File: src/rtl/mem_lsu.sv
// Load/store unit: one outstanding bus access, stalls the pipeline until the response cycle.
// Optional macro MEM_MISALIGN_TRAP_EN traps misaligned ops instead of aligning them down.
module mem_lsu #(
  parameter int unsigned XLEN    = 32,
  parameter int unsigned TIMEOUT = 255
) (
  input  logic              clk,
  input  logic              rst,
  input  logic              op_valid_i,
  input  logic              op_load_i,
  input  logic              op_store_i,
  input  logic [1:0]        op_size_i,
  input  logic              op_unsigned_i,
  input  logic [XLEN-1:0]   addr_i,
  input  logic [XLEN-1:0]   reg2_i,
  input  logic [4:0]        wd_i,
  input  logic              wreg_i,
  input  logic [XLEN-1:0]   wdata_i,
  output logic              mem_req_o,
  output logic              mem_we_o,
  output logic [XLEN-1:0]   mem_addr_o,
  output logic [XLEN/8-1:0] mem_sel_o,
  output logic [XLEN-1:0]   mem_data_o,
  input  logic              mem_ack_i,
  input  logic [XLEN-1:0]   mem_data_i,
  output logic [4:0]        wd_o,
  output logic              wreg_o,
  output logic [XLEN-1:0]   wdata_o,
  output logic              stall_req_o,
  output logic              exc_misalign_o,
  output logic              bus_err_o
);

  localparam int unsigned NB = XLEN / 8;
  localparam int unsigned LB = $clog2(NB);
  localparam logic [15:0] CNT_LAST = 16'(TIMEOUT - 1);

  localparam logic [1:0] S_IDLE = 2'd0;
  localparam logic [1:0] S_WAIT = 2'd1;
  localparam logic [1:0] S_RESP = 2'd2;

`ifdef MEM_MISALIGN_TRAP_EN
  localparam bit TRAP_EN = 1'b1;
`else
  localparam bit TRAP_EN = 1'b0;
`endif

  function automatic logic [1:0] eff_size(input logic [1:0] s);
    return (XLEN == 32 && s == 2'd3) ? 2'd2 : s;
  endfunction

  function automatic logic [2:0] low_mask(input logic [1:0] s);
    case (s)
      2'd0:    return 3'b000;
      2'd1:    return 3'b001;
      2'd2:    return 3'b011;
      default: return 3'b111;
    endcase
  endfunction

  logic [1:0]      state;
  logic [15:0]     cnt;
  logic            q_load, q_uns, q_wreg, q_err, q_mis;
  logic [1:0]      q_size;
  logic [XLEN-1:0] q_addr, q_reg2, q_rdata;
  logic [4:0]      q_wd;

  logic            mem_op, misaligned, trap;
  logic [1:0]      in_size;

  always_comb begin
    mem_op     = op_valid_i && (op_load_i ^ op_store_i);
    in_size    = eff_size(op_size_i);
    misaligned = |(addr_i[2:0] & low_mask(in_size));
    trap       = TRAP_EN && misaligned;
  end

  always_ff @(posedge clk or negedge rst) begin
    if (!rst) begin
      state   <= S_IDLE;
      cnt     <= '0;
      q_load  <= 1'b0;
      q_size  <= '0;
      q_uns   <= 1'b0;
      q_addr  <= '0;
      q_reg2  <= '0;
      q_rdata <= '0;
      q_wd    <= '0;
      q_wreg  <= 1'b0;
      q_err   <= 1'b0;
      q_mis   <= 1'b0;
    end else begin
      case (state)
        S_IDLE: begin
          if (mem_op) begin
            q_load <= op_load_i;
            q_size <= in_size;
            q_uns  <= op_unsigned_i;
            q_addr <= addr_i;
            q_reg2 <= reg2_i;
            q_wd   <= wd_i;
            q_wreg <= wreg_i;
            q_err  <= 1'b0;
            cnt    <= '0;
            q_mis  <= trap;
            state  <= trap ? S_RESP : S_WAIT;
          end
        end
        S_WAIT: begin
          // an ack in the final counted cycle still wins over the timeout
          if (mem_ack_i) begin
            q_rdata <= mem_data_i;
            state   <= S_RESP;
          end else if (cnt == CNT_LAST) begin
            q_err <= 1'b1;
            state <= S_RESP;
          end else begin
            cnt <= cnt + 16'd1;
          end
        end
        S_RESP: begin
          q_err <= 1'b0;
          q_mis <= 1'b0;
          state <= S_IDLE;
        end
        default: state <= S_IDLE;
      endcase
    end
  end

  logic [XLEN-1:0] a_addr, st_data, shifted, byte_mask, ld_data;
  logic [LB-1:0]   off;
  logic [NB-1:0]   lane_mask, sel;
  logic            sign;

  always_comb begin
    a_addr  = q_addr & ~XLEN'(low_mask(q_size));
    off     = a_addr[LB-1:0];
    shifted = q_rdata >> {off, 3'b000};
    st_data = '0;
    case (q_size)
      2'd0: begin
        lane_mask = NB'(1);
        byte_mask = XLEN'(8'hFF);
        sign      = shifted[7];
        for (int unsigned i = 0; i < NB; i++) st_data[8*i +: 8] = q_reg2[7:0];
      end
      2'd1: begin
        lane_mask = NB'(3);
        byte_mask = XLEN'(16'hFFFF);
        sign      = shifted[15];
        for (int unsigned i = 0; i < NB / 2; i++) st_data[16*i +: 16] = q_reg2[15:0];
      end
      2'd2: begin
        lane_mask = NB'(15);
        byte_mask = XLEN'(32'hFFFF_FFFF);
        sign      = shifted[31];
        for (int unsigned i = 0; i < NB / 4; i++) st_data[32*i +: 32] = q_reg2[31:0];
      end
      default: begin
        lane_mask = '1;
        byte_mask = '1;
        sign      = shifted[XLEN-1];
        st_data   = q_reg2;
      end
    endcase
    sel     = lane_mask << off;
    ld_data = (shifted & byte_mask) | ((sign && !q_uns) ? ~byte_mask : '0);
  end

  always_comb begin
    mem_req_o      = 1'b0;
    mem_we_o       = 1'b0;
    mem_addr_o     = '0;
    mem_sel_o      = '0;
    mem_data_o     = '0;
    wd_o           = '0;
    wreg_o         = 1'b0;
    wdata_o        = '0;
    stall_req_o    = 1'b0;
    exc_misalign_o = 1'b0;
    bus_err_o      = 1'b0;
    // outputs are gated by rst so the passthrough paths are also zero during reset
    if (rst) begin
      case (state)
        S_IDLE: begin
          wd_o        = wd_i;
          wdata_o     = wdata_i;
          wreg_o      = wreg_i && !mem_op;
          stall_req_o = mem_op;
        end
        S_WAIT: begin
          mem_req_o   = 1'b1;
          mem_we_o    = !q_load;
          mem_addr_o  = a_addr;
          mem_sel_o   = sel;
          mem_data_o  = st_data;
          stall_req_o = 1'b1;
          wd_o        = q_wd;
        end
        S_RESP: begin
          wd_o           = q_wd;
          wreg_o         = q_load && q_wreg && !q_err && !q_mis;
          wdata_o        = q_load ? ld_data : '0;
          bus_err_o      = q_err;
          exc_misalign_o = TRAP_EN && q_mis;
        end
        default: ;
      endcase
    end
  end

endmodule

File: config.mk
export PLATFORM = sky130hd
export DESIGN_NAME = mem_lsu
export DESIGN_NICKNAME = d
export VERILOG_FILES = /design/src/rtl/mem_lsu.sv
export SDC_FILE = /design/constraint.sdc
export NUM_CORES = 1
export LEC_CHECK = 0
export BUFFER_PORTS_ARGS = -buffer_cell sky130_fd_sc_hd__buf_2
export CORE_MARGIN = 2
export CORE_UTILIZATION = 53
export DETAILED_ROUTE_END_ITERATION = 12
export GPL_TIMING_DRIVEN = 0
export MAX_ROUTING_LAYER = met4
export PLACE_DENSITY = 0.85
export SLEW_MARGIN = 40
export SYNTH_ARGS = -nofsm -noshare
export SYNTH_HDL_FRONTEND = slang
export SYNTH_SLANG_ARGS = --single-unit
File: constraint.sdc
create_clock -name clk -period 2.75 [get_ports clk]
set_input_delay 0.1375 -clock clk [delete_from_list [all_inputs] [get_ports clk]]
set_output_delay 0.1375 -clock clk [all_outputs]
set_load 0.02 [all_outputs]
==> results.json <==
{
  "slew_headroom_pct": 47.9,
  "die_w_um": 118,
  "critPathKind": "flip-flop to primary output",
  "syn_inst": 627,
  "ys_seq_area_share_pct": 45.2,
  "fmax_ghz": 0.340,
  "critPathLaunchType": "flip-flop",
  "syn_avg_cell_area_sq_um": 11.0,
  "worstPathCellList": "buf_2, nor2_1, and2_1, buf_2, mux4_2, a22o_1, buf_2",
  "p_seq_share_pct": 32.6,
  "syn_area_sq_mm": 0.00693,
  "yosys-top-cells-area": "dfrtp_1, mux2_2, and3_1, mux2i_1, a22oi_1",
  "r2r_slack_ns": 0.39,
  "dr.pass1.iters": 6,
  "die_area_sq_mm": 0.0140,
  "post-synth-top-count-cell": "dfrtp_1",
  "pin_count": 254,
  "area_growth_pct": 47.0,
  "status": "finished, violations left",
  "cts_tree": "built",
  "finalHoldViolations": 0,
  "cts-root-buf": "clkbuf_16",
  "hold_class": "input pin to flip-flop",
  "avgRoutedWirePerCell_um": 24.9,
  "timing.hold.ws_ns": 0.0371,
  "synth_top_area_cell": "dfrtp_1",
  "drt_wl_total_um": 29800,
  "switching_share_pct": 41.9,
  "hpwl_um": 15500,
  "period_needed_ns": 2.94,
  "clock_path_buffers": 2,
  "comb_power_share_pct": 45.5,
  "cp.arrival_ns": 2.80,
  "ant_nets": 0,
  "ys_warn_count": 0,
  "crit_top_cell": "buf_2",
  "clk_pin_slew_ns": 0.06,
  "grt_usage_pct": 41.0,
  "start_util_pct": 54.7,
  "routabilityCongestion": 0.899,
  "synth_top_area_share_pct": 45.2,
  "setup_slack_ns": -0.188,
  "viasPerCell": 6.60,
  "grt_max_degree": 68,
  "cp-end-kind": "primary output",
  "cp.required_ns": 2.61,
  "setup_viol": 10,
  "rows": 41,
  "htreeDepth": 4,
  "ir_worst_vdd_mv": 0.677,
  "grt_pass1_vias": 7716,
  "clockPowerShare_pct": 21.9,
  "max_stage_delay_ns": 0.56,
  "die_h_um": 118,
  "insertion_delay_ns": 0.42,
  "p_total_mw": 10.6,
  "cts_sinks": 125,
  "power_switching_mw": 4.45,
  "fin_crit_sh_pct": 107,
  "dr_total_vias": 7886,
  "grt_pass1_wl_um": 42600,
  "yosys_register_bits": 125,
  "synthFlopType": "dfrtp_1",
  "io_buffers": 252,
  "grt_overflow_total": 0,
  "leakagePower_nw": 4.97,
  "cap_violations": 0,
  "drc": 0,
  "worstMarginPinSlew_ns": 0.781,
  "drive_gt1_share_pct": 44.7,
  "intPower_mw": 6.18,
  "cts_buffers": 17,
  "drt_iter0_markers": 1187,
  "async_reset_ff_share_pct": 100,
  "slew_viol_final": 0,
  "final_nets": 1155,
  "slowest_stage": "mux4_2",
  "synth_edf_count": 0,
  "synth_nets": 776,
  "antenna_found_initial": 4,
  "p_per_area_mw_per_mm2": 1040,
  "worstPathMaxFanout": 9,
  "clock_skew_ns": 0.00695,
  "violations": "setup timing",
  "core_area_sq_mm": 0.0127,
  "yosysUniqueCellTypes": 53,
  "synthTopCellsByCount": "dfrtp_1, mux2_2, and3_1, nor2_1, nand2_1"
}
[final cells by class]
cell class,instances,area [sq um]
multi-input cells,443,3540
flip-flops and latches,125,3130
fillers,606,2490
repair buffers,361,2390
clock buffers,18,429
plain buffers,50,260
well taps,172,215
clock inverters,14,170
inverters,8,30.0
diodes,4,10.0
[registers in the layout, summed over array words and instances (netlist names)]
name     flops
q_err        1
q_uns        1
state        2
cnt         16
q_wreg       1
q_wd         5
q_rdata     32
q_load       1
q_size       2
q_reg2      32
q_addr      32
[power by group through the flow]
stage,Clock (mW),Sequential (mW),Combinational (mW)
after global placement,0,3.25,4.06
after global routing,2.40,3.50,5.03
after detailed placement,0,3.30,4.17
after floorplan,0,3.06,3.11
after CTS,2.31,3.28,4.34
final,2.33,3.46,4.84
[per-layer routing]
metal / part of all wire [%] / wire, um / track usage [%] / vias up
li1: - / - / - / 3073
met1: 31 / 9390 / 44.1 / 3661
met2: 47 / 14000 / 65.9 / 848
met3: 13 / 3790 / 12.2 / 304
met4: 8.8 / 2620 / 27.0 / 0
met5: 0 / 0 / - / -
[placed cells by master, fill, tap and decap left out, types with 8 or more instances in the layout]
master / synthesis / layout
a21oi_1: 24 / 24
a22oi_1: 30 / 30
and3_1: 42 / 42
buf_2: 23 / 271
clkbuf_1: 21 / 17
clkbuf_16: 0 / 17
dfrtp_1: 125 / 125
dlygate4sd3_1: 0 / 105
inv_1: 8 / 8
mux2_2: 113 / 113
mux2i_1: 26 / 26
nand2_1: 36 / 36
nand4_1: 8 / 8
nor2_1: 37 / 36
o21ai_0: 30 / 26
[path summary, 6_finish.rpt]
path | from | endpoint | depth (start not counted)
min | op_unsigned_i | q_uns | 2
max | q_size[0] | wdata_o[5] | 7
min reg2reg | q_addr[26] | q_addr[26] | 1
min in group asynchronous | rst | q_reg2[29] | 3
max in group asynchronous | rst | cnt[3] | 3
max reg2reg | state[1] | q_rdata[28] | 6
[kinds of logic (layout without fill, tap and decap cells)]
kind of cell               count (synthesis)  after routing  synth area share (%)
other                                      1              5                0.0541
and+or+nand+nor                          176            176                  13.7
buffers and inverters                     59            451                  3.83
AOI/OAI and AO/OA                        111            111                  11.1
xor gates and xnor gates                   1              1                 0.235
adders and majority gates                  6              6                  1.08
DFF                                      125            125                  45.2
muxes                                    148            148                  24.8
[repair_timing]
action | in CTS | in global routing
pin swaps | 0 | 1
endpoints found under the setup margin | 34 | 32
hold buffers | 106 | 0
gates resized for setup | 6 | 22
setup buffers | 0 | 2
hold endpoints to repair | 166 | 0
[critical path: cells and delay by family, from the launching register on]
kind                   cells  cell delay (ns)
buffers and inverters      3             0.73
muxes                      1             0.56
AOI/OAI and AO/OA          1             0.21
DFF                        1             0.38
and+or+nand+nor            2             0.50
[through the flow]
stage | worst slack [ns] | util (%) | setup TNS (ns) | cell area, sq um | instances
3_3_place_gp | -1.46 | 66.3 | -114.99 | 8400 | 1051
5_1_grt | -0.238 | 80.3 | -2.14 | 10200 | 1195
3_5_place_dp | 0.325 | 66.6 | 0 | 8440 | 1052
6_report | -0.188 | 80.3 | -1.15 | 10200 | 1195
4_1_cts | 0.00917 | 79.9 | 0 | 10100 | 1190
2_1_floorplan | 0.789 | - | 0 | 6930 | 627
No activity file was read; power rests on OpenSTA's default activity.
